$ cat src/rtl/dlx_hazard_scoreboard.sv
// Per-register hazard scoreboard for the DLX decode stage: tracks integer/FP
// result latencies and taken-branch kill slots, returning accept/stall/kill.
module dlx_hazard_scoreboard #(
    parameter int unsigned NUM_REGS   = 32,
    parameter int unsigned LOAD_LAT   = 2,
    parameter int unsigned FP_LAT     = 4,
    parameter int unsigned KILL_SLOTS = 1,
    localparam int unsigned RW        = (NUM_REGS > 1) ? $clog2(NUM_REGS) : 1
) (
    input  logic                clk,
    input  logic                reset,
    input  logic                issue_valid,
    input  logic [RW-1:0]       issue_rs1,
    input  logic [RW-1:0]       issue_rs2,
    input  logic                issue_use_rs1,
    input  logic                issue_use_rs2,
    input  logic [1:0]          issue_src_fp,
    input  logic [RW-1:0]       issue_rd,
    input  logic                issue_rd_fp,
    input  logic                issue_wr,
    input  logic [1:0]          issue_lat,
    input  logic                branch_taken,
    output logic                issue_accept,
    output logic                stall,
    output logic                kill,
    output logic [NUM_REGS-1:0] busy_int,
    output logic [NUM_REGS-1:0] busy_fp
);

    localparam int unsigned CW = $clog2(FP_LAT) + 1;
    localparam int unsigned KW = (KILL_SLOTS > 0) ? $clog2(KILL_SLOTS + 1) : 1;

    logic [CW-1:0] r_cnt_int [NUM_REGS];
    logic [CW-1:0] r_cnt_fp  [NUM_REGS];
    logic [KW-1:0] r_kcnt;

    logic [CW-1:0] w_src1_cnt;
    logic [CW-1:0] w_src2_cnt;
    logic [CW-1:0] w_rd_cnt;
    logic [CW-1:0] w_new_lat;
    logic          w_raw;
    logic          w_waw;
    logic          w_kill;
    logic          w_stall;
    logic          w_accept;
    logic          w_set;

    // Hazard detection against the current scoreboard contents
    always_comb begin
        w_src1_cnt = issue_src_fp[0] ? r_cnt_fp[issue_rs1] : r_cnt_int[issue_rs1];
        w_src2_cnt = issue_src_fp[1] ? r_cnt_fp[issue_rs2] : r_cnt_int[issue_rs2];
        w_rd_cnt   = issue_rd_fp ? r_cnt_fp[issue_rd] : r_cnt_int[issue_rd];
        case (issue_lat)
            2'd0:    w_new_lat = '0;
            2'd1:    w_new_lat = CW'(LOAD_LAT - 1);
            default: w_new_lat = CW'(FP_LAT - 1);
        endcase
        w_raw    = (issue_use_rs1 && (w_src1_cnt != '0)) ||
                   (issue_use_rs2 && (w_src2_cnt != '0));
        w_waw    = issue_wr && (w_rd_cnt > w_new_lat);
        w_kill   = (r_kcnt != '0);
        w_stall  = issue_valid && !w_kill && (w_raw || w_waw);
        w_accept = issue_valid && !w_kill && !w_stall;
        w_set    = w_accept && issue_wr && (w_new_lat != '0);
    end

    // Countdown and kill-slot state; a new entry overrides that entry's decrement
    always_ff @(posedge clk) begin
        if (reset) begin
            for (int i = 0; i < int'(NUM_REGS); i++) begin
                r_cnt_int[i] <= '0;
                r_cnt_fp[i]  <= '0;
            end
            r_kcnt <= '0;
        end else begin
            for (int i = 0; i < int'(NUM_REGS); i++) begin
                if (r_cnt_int[i] != '0) r_cnt_int[i] <= r_cnt_int[i] - CW'(1);
                if (r_cnt_fp[i]  != '0) r_cnt_fp[i]  <= r_cnt_fp[i]  - CW'(1);
            end
            if (w_set) begin
                if (issue_rd_fp)
                    r_cnt_fp[issue_rd] <= w_new_lat;
                else if (issue_rd != '0)
                    r_cnt_int[issue_rd] <= w_new_lat;
            end
            if (w_accept && branch_taken)
                r_kcnt <= KW'(KILL_SLOTS);
            else if (r_kcnt != '0)
                r_kcnt <= r_kcnt - KW'(1);
        end
    end

    always_comb begin
        for (int i = 0; i < int'(NUM_REGS); i++) begin
            busy_int[i] = |r_cnt_int[i];
            busy_fp[i]  = |r_cnt_fp[i];
        end
    end

    assign issue_accept = w_accept;
    assign stall        = w_stall;
    assign kill         = w_kill;

endmodule

$ cat config.mk
export PLATFORM = sky130hd
export DESIGN_NAME = dlx_hazard_scoreboard
export DESIGN_NICKNAME = d
export VERILOG_FILES = /design/src/rtl/dlx_hazard_scoreboard.sv
export SDC_FILE = /design/constraint.sdc
export NUM_CORES = 1
export LEC_CHECK = 0
export CORE_MARGIN = 3
export CORE_UTILIZATION = 50
export DETAILED_ROUTE_END_ITERATION = 12
export GPL_ROUTABILITY_DRIVEN = 1
export PLACE_DENSITY = 0.71
export SYNTH_ARGS = -nofsm -noshare
export SYNTH_HDL_FRONTEND = slang
export SYNTH_SLANG_ARGS = --single-unit
$ cat constraint.sdc
create_clock -name clk -period 5.9 [get_ports clk]
set_input_delay 1.18 -clock clk [delete_from_list [all_inputs] [get_ports clk]]
set_output_delay 1.18 -clock clk [all_outputs]
set_load 0.05 [all_outputs]
# --- After elaboration in Yosys (flattened, before gate mapping) ---
# Memory sizes are Yosys's and may differ from the RTL's.
# Index checks and enable logic that the tools add are counted.
op_classes:
  addsub: 65
  magnitude_cmp: 1
  n_eq_ne: 1
  mux: 273
  bitwise: 64
  reduce_logical: 146
ops:
  columns: ["operator", "n"]
  rows:
  - ["1-bit two-way mux", 205]
  - ["3-bit two-way mux", 67]
  - ["3-bit nonzero test", 67]
  - ["3-bit OR reduction", 64]
  - ["3-bit by 1-bit subtractor with 3-bit output (second input constant)", 64]
  - ["1-bit OR", 64]
  - ["1-bit logical AND", 9]
  - ["5-bit nonzero test", 1]
  - ["2-bit one-hot mux with 2 select lines", 1]
  - ["3-bit greater-than comparator", 1]
  - ["2-bit by 1-bit == test with 1-bit output (second input constant)", 1]
  - ["1-bit zero test", 2]
  - ["2-bit zero test", 1]
  - ["1-bit logical OR", 2]
  - ["1-bit subtractor (second input constant)", 1]
word_totals:
  register_bits: 1
  ram_bits: 192
  in_bits: 27
  output_inout_bits: 67
  mem_count: 2
memory_table:
  columns: ["memory", "words", "word_bits", "read_ports", "rd_clocked_by_memory_dff", "wr", "line", "text"]
  rows:
  - ["r_cnt_fp", 32, 3, 35, 0, 33, "34", "logic [CW-1:0] r_cnt_fp [NUM_REGS];"]
  - ["r_cnt_int", 32, 3, 35, 0, 33, "33", "logic [CW-1:0] r_cnt_int [NUM_REGS];"]

# --- Logic depth before layout (Yosys ltp) ---
# An unclocked memory read counts as a cell.
depth:
  word_depth: 14
  depth_mapped: 20
  depth_no_buf: 13

# --- Least setup slack after synthesis ---
# Ideal clock, no wire load.
synth_timing:
  kind: "input -> output"
  from: "input port issue_rd[1]"
  to: "output port issue_accept"
  arrival_time_ns: 6.027
  required_time_ns: 4.720
  setup_slack_ns: -1.307
  cell_stages: 17
  path_buffers: 7
  cell_sequence: "buf_4 > buf_2 > buf_2 > buf_1 > clkbuf_1 > mux4_2 > a31oi_1 > a21oi_1 > o32a_1 > ha_1 > nor2b_1 > o211ai_1 > o21ai_0 > or4_4 > buf_6 > buf_8 > nor3_1"
synth_via:
  elab_chain_len: 8
synth_lines:
  columns: ["item", "line", "text"]
  rows:
  - ["start, declared", "18", "input logic [RW-1:0] issue_rd,"]
  - ["memory read 32 x 3 bit, on equally long branches", null, null]
  - ["3-bit two-way mux (*)", "52", "w_rd_cnt = issue_rd_fp ? r_cnt_fp[issue_rd] : r_cnt_int[issue_rd];"]
  - ["3-bit greater-than comparator (*)", "60", "w_waw = issue_wr && (w_rd_cnt > w_new_lat);"]
  - ["1-bit logical AND (*)", "60", null]
  - ["1-bit logical OR (*)", "62", "w_stall = issue_valid && !w_kill && (w_raw || w_waw);"]
  - ["1-bit logical AND (*)", "62", null]
  - ["1-bit zero test (*)", "63", "w_accept = issue_valid && !w_kill && !w_stall;"]
  - ["1-bit logical AND (*)", "63", null]
  - ["end, declared", "23", "output logic issue_accept,"]
# Mark *: on every way between the ends. The rest lies on a longest branch, timed or not.

# --- Worst setup path in the final report ---
layout_timing:
  from: "input port issue_rs2[1]"
  to: "output port issue_accept"
layout_via:
  elab_chain_len: 9
layout_lines:
  columns: ["item", "line", "text"]
  rows:
  - ["start, declared", "14", "input logic [RW-1:0] issue_rs2,"]
  - ["memory read 32 x 3 bit, on equally long branches", null, null]
  - ["3-bit two-way mux (*)", "51", "w_src2_cnt = issue_src_fp[1] ? r_cnt_fp[issue_rs2] : r_cnt_int[issue_rs2];"]
  - ["3-bit nonzero test (*)", "59", "(issue_use_rs2 && (w_src2_cnt != '0));"]
  - ["1-bit logical AND (*)", "59", null]
  - ["1-bit logical OR (*)", "58", "w_raw = (issue_use_rs1 && (w_src1_cnt != '0)) ||"]
  - ["1-bit logical OR (*)", "62", null]
  - ["1-bit logical AND (*)", "62", null]
  - ["1-bit zero test (*)", "63", null]
  - ["1-bit logical AND (*)", "63", null]
# Marked as above.

==> results.sh <==
export IMPL_end_kind="output port"
export IMPL_synth_seq_area_share_pct=31.62
export IMPL_postSynth_asyncResetShare_pct=0
export IMPL_period_needed_ns=5.688
export IMPL_critPathBufInv=3
export IMPL_avgSynthCellArea_sq_um=10.26
export IMPL_synthesis_nets=1743
export IMPL_cp_max_fo=36
export IMPL_synth_xor_area_share_pct=3.391
export IMPL_p_int_w=0.004837
export IMPL_syn_inst=1586
export IMPL_max_clock_freq_mhz=175.8
export IMPL_clkSlewWorstSetupHoldPaths_ns=0.07
export IMPL_antenna_found_initial=3
export IMPL_critPathMaxStageDelay_ns=0.88
export IMPL_num_io_pins=94
export IMPL_worst_slew_pin_slew_ns=1.139
export IMPL_first_iter_violations=1886
export IMPL_clk_latency_ns=0.45
export IMPL_drt_wirelength_per_cell_um=24.53
export IMPL_rsz0062_at_grt="false"
export IMPL_slew_violations=0
export IMPL_r2r_end="r_cnt_fp[3][1]"
export IMPL_cp_arrival_ns=4.51
export IMPL_synthAdderAreaFrac_pct=9.996
export IMPL_cap_viol_max_count=0
export IMPL_cts_buffers=17
export IMPL_routed_wl_mm=51.74
export IMPL_dr_total_vias=13705
export IMPL_port_buffers=93
export IMPL_synth_area_sq_um=16270
export IMPL_hpwlAfterDp_mm=38.40
export IMPL_htreeDepth=4
export IMPL_timing_hold_violations_final=0
export IMPL_min_path_type="flip-flop to flip-flop"
export IMPL_crit_path_top_delay_cell="nor2_4"
export IMPL_outcome="completed"
export IMPL_viasPerCell=6.498
export IMPL_track_usage_pct=29.09
export IMPL_syn_to_final_growth_pct=12.01
export IMPL_core_area_sq_um=31800
export IMPL_layout_drive_gt1_share_pct=13.40
export IMPL_synth_compound_area_share_pct=7.943
export IMPL_crit_path_start="issue_rs2[1]"
export IMPL_hold_end="r_cnt_int[10][2]"
export IMPL_grt_remaining_overflow=0
export IMPL_ir_drop_uv=333.0
export IMPL_grt_pass1_wl_mm=78.09
export IMPL_cts_sinks=193
export IMPL_postCtsSetupRepairBufs=0
export IMPL_dieArea_sq_um=34750
export IMPL_pwr_share_comb_pct=56.7
export IMPL_path_class="primary input to output port"
export IMPL_synth_main_ff_cell="edfxtp_1"
export IMPL_start_util_pct=51.17
export IMPL_yosysUniqueCellTypes=72
export IMPL_antenna_left=0
export IMPL_cp_top_family="buffers and inverters"
export IMPL_rr_startpoint="r_cnt_int[29][1]"
export IMPL_grt_max_degree=90
export IMPL_setup_tns_ns=0
export IMPL_dieWidth_um=186.4
export IMPL_reg2reg_slack_ns=1.29
export IMPL_rows=65
export IMPL_seqPwrFrac_pct=31.1
export IMPL_die_height_um=186.4
export IMPL_pwr_density_cell_nw_per_um2=513.1
export IMPL_yosys_warnings=0
export IMPL_min_path_cells=2
export IMPL_first_global_vias=13063
export IMPL_min_delay_start="r_cnt_int[10][2]"
export IMPL_clock_tree_root_cell="clkbuf_16"
export IMPL_start_kind="primary input"
export IMPL_fin_worst_skew_ns=0.01122
export IMPL_nets=1816
export IMPL_crit_required_ns=4.72
export IMPL_gp_congestion=1.038
export IMPL_drc=0
export IMPL_relSlewSlack_pct=23.91
export IMPL_p_leak_nw=6.920
export IMPL_r2r_cells=14
export IMPL_synth_edf_count=128
export IMPL_finalSetupViolCount=0
export IMPL_switching_power_w=0.004515
export IMPL_n_fill_cell=2745
export IMPL_power_w=0.009352
export IMPL_detail_route_first_pass_iterations=7
export IMPL_ys_seq_elements=193
export IMPL_synth_simple_area_share_pct=26.42
export IMPL_whs_ns=0.5788
export IMPL_synth_top_family_by_area="simple AND/OR/NAND/NOR gates"
export IMPL_swShare_pct=48.28
export IMPL_crit_chain="buf_2 -> buf_4 -> nor3_1 -> a211oi_1 -> a2111oi_0 -> o311a_1 -> o21a_1 -> nor2_4 -> nor3_4 -> buf_12"
export IMPL_post_place_ws_ns=0.07422
export IMPL_clkPwrFrac_pct=12.2
export IMPL_cts_tree="yes"
export IMPL_timing_final_ws_setup_ns=0.2119
export IMPL_fin_util_pct=57.32
export IMPL_fin_crit_sh_pct=96.41
export IMPL_clockBufferDepth=2
export IMPL_synth_mux_area_share_pct=14.05
## logic make-up after synthesis
family                     after synthesis
AOI/OAI and AO/OA                      179
buffers and inverters                  240
and+or+nand+nor                        641
muxes                                  140
DFF                                    193
adders and majority gates              130
xor gates and xnor gates                63
## routing by layer
layer  GRT usage [%]  wire length, um  vias to the layer above  share of wire, %
li1                -                -                     5999                 -
met3           7.608             5815                      169                11
met1           39.59            20950                     6652                40
met2           43.87            22580                      885                44
met4           12.88             2397                        0               4.6
met5               0                0                        -                 0
## through the flow
step / area (sq um) / std cells
after floorplan: 16350 / 1586
after global placement: 17650 / 2075
after detailed placement: 17650 / 2075
after CTS: 18210 / 2107
after global routing: 18220 / 2108
final: 18230 / 2109
## sequential cells by signal, indices dropped and copies added (netlist names)
register,cells
r_cnt_fp,96
kill,1
r_cnt_int,96
## cells in the mapped netlist (all sizes together) (8+ instances only)
cell / n / area share, %
inv: 151 / 3.5
ha: 130 / 10
edfxtp: 128 / 24
nor2: 121 / 2.8
nand2b: 120 / 4.6
nor3: 102 / 3.1
nor4: 97 / 8.7
dfxtp: 65 / 8.0
mux2: 64 / 4.5
mux4: 61 / 8.6
nand2: 60 / 1.4
or3: 60 / 2.3
xnor2: 59 / 3.2
o22ai: 49 / 1.9
buf: 48 / 2.2
clkbuf: 39 / 0.90
nor2b: 27 / 1.0
a21oi: 21 / 0.65
a21o: 16 / 0.74
mux2i: 15 / 0.92
nand3: 12 / 0.37
o21ai: 11 / 0.34
nor4b: 10 / 0.54
a211oi: 9 / 0.42
a311oi: 9 / 0.48
a2111oi: 8 / 0.43
## worst min-delay path, cell delays in order (launching register included)
cell and delay [ns]:
dfxtp_1 0.34, xnor2_1 0.15, nor3_1 0.04
## timing repair
item | 4_1_cts | 5_1_grt
hold buffers | 0 | 0
resized for setup | 0 | 3
hold endpoints to repair | 0 | 0
setup endpoints to repair | 0 | 2
## worst max-delay path by stage
stage	slack [ns]	endpoint	cells after the start
after floorplan	0.004	issue_accept	17
final	0.21	issue_accept	10
after global routing	0.01	issue_accept	13
after global placement	0.12	stall	14
after detailed placement	0.07	stall	14
after CTS	0.07	stall	14
## power by group through the flow
| stage | Combinational [W] | Sequential (W) | Clock, W |
|---|---|---|---|
| 3_3_place_gp | 0.00511 | 0.00287 | 0 |
| 2_1_floorplan | 0.00394 | 0.00253 | 0 |
| 6_report | 0.00530 | 0.00291 | 0.00114 |
| 4_1_cts | 0.00528 | 0.00285 | 0.00116 |
| 5_1_grt | 0.00574 | 0.00293 | 0.00120 |
| 3_5_place_dp | 0.00522 | 0.00288 | 0 |
## layout by cell type (no fill, tap or decap), types with 47 or more instances in the layout
| cell | netlist | final |
|---|---|---|
| buf_4 | 9 | 47 |
| clkdlybuf4s50_1 | 0 | 85 |
| dfxtp_1 | 65 | 65 |
| edfxtp_1 | 128 | 128 |
| ha_1 | 130 | 130 |
| inv_1 | 150 | 150 |
| mux2_1 | 55 | 55 |
| mux4_2 | 54 | 54 |
| nand2_1 | 60 | 59 |
| nand2b_1 | 120 | 120 |
| nor2_1 | 121 | 120 |
| nor3_1 | 102 | 101 |
| nor4_4 | 50 | 50 |
| o22ai_1 | 49 | 49 |
| or3_1 | 60 | 60 |
| xnor2_1 | 59 | 59 |
## area by class of cell
cell class,count,area [sq um],share of cell area (%)
tap,435,544.3,2.986
multi-input combinational,1153,10080,55.32
sequential,193,5145,28.23
timing repair buffer,141,1318,7.229
clock inverter,11,106.4,0.5835
inverter,153,574.3,3.151
clock buffer,21,450.4,2.471
antenna,2,5.005,0.02746
No activity file was read; power rests on OpenSTA's default activity.
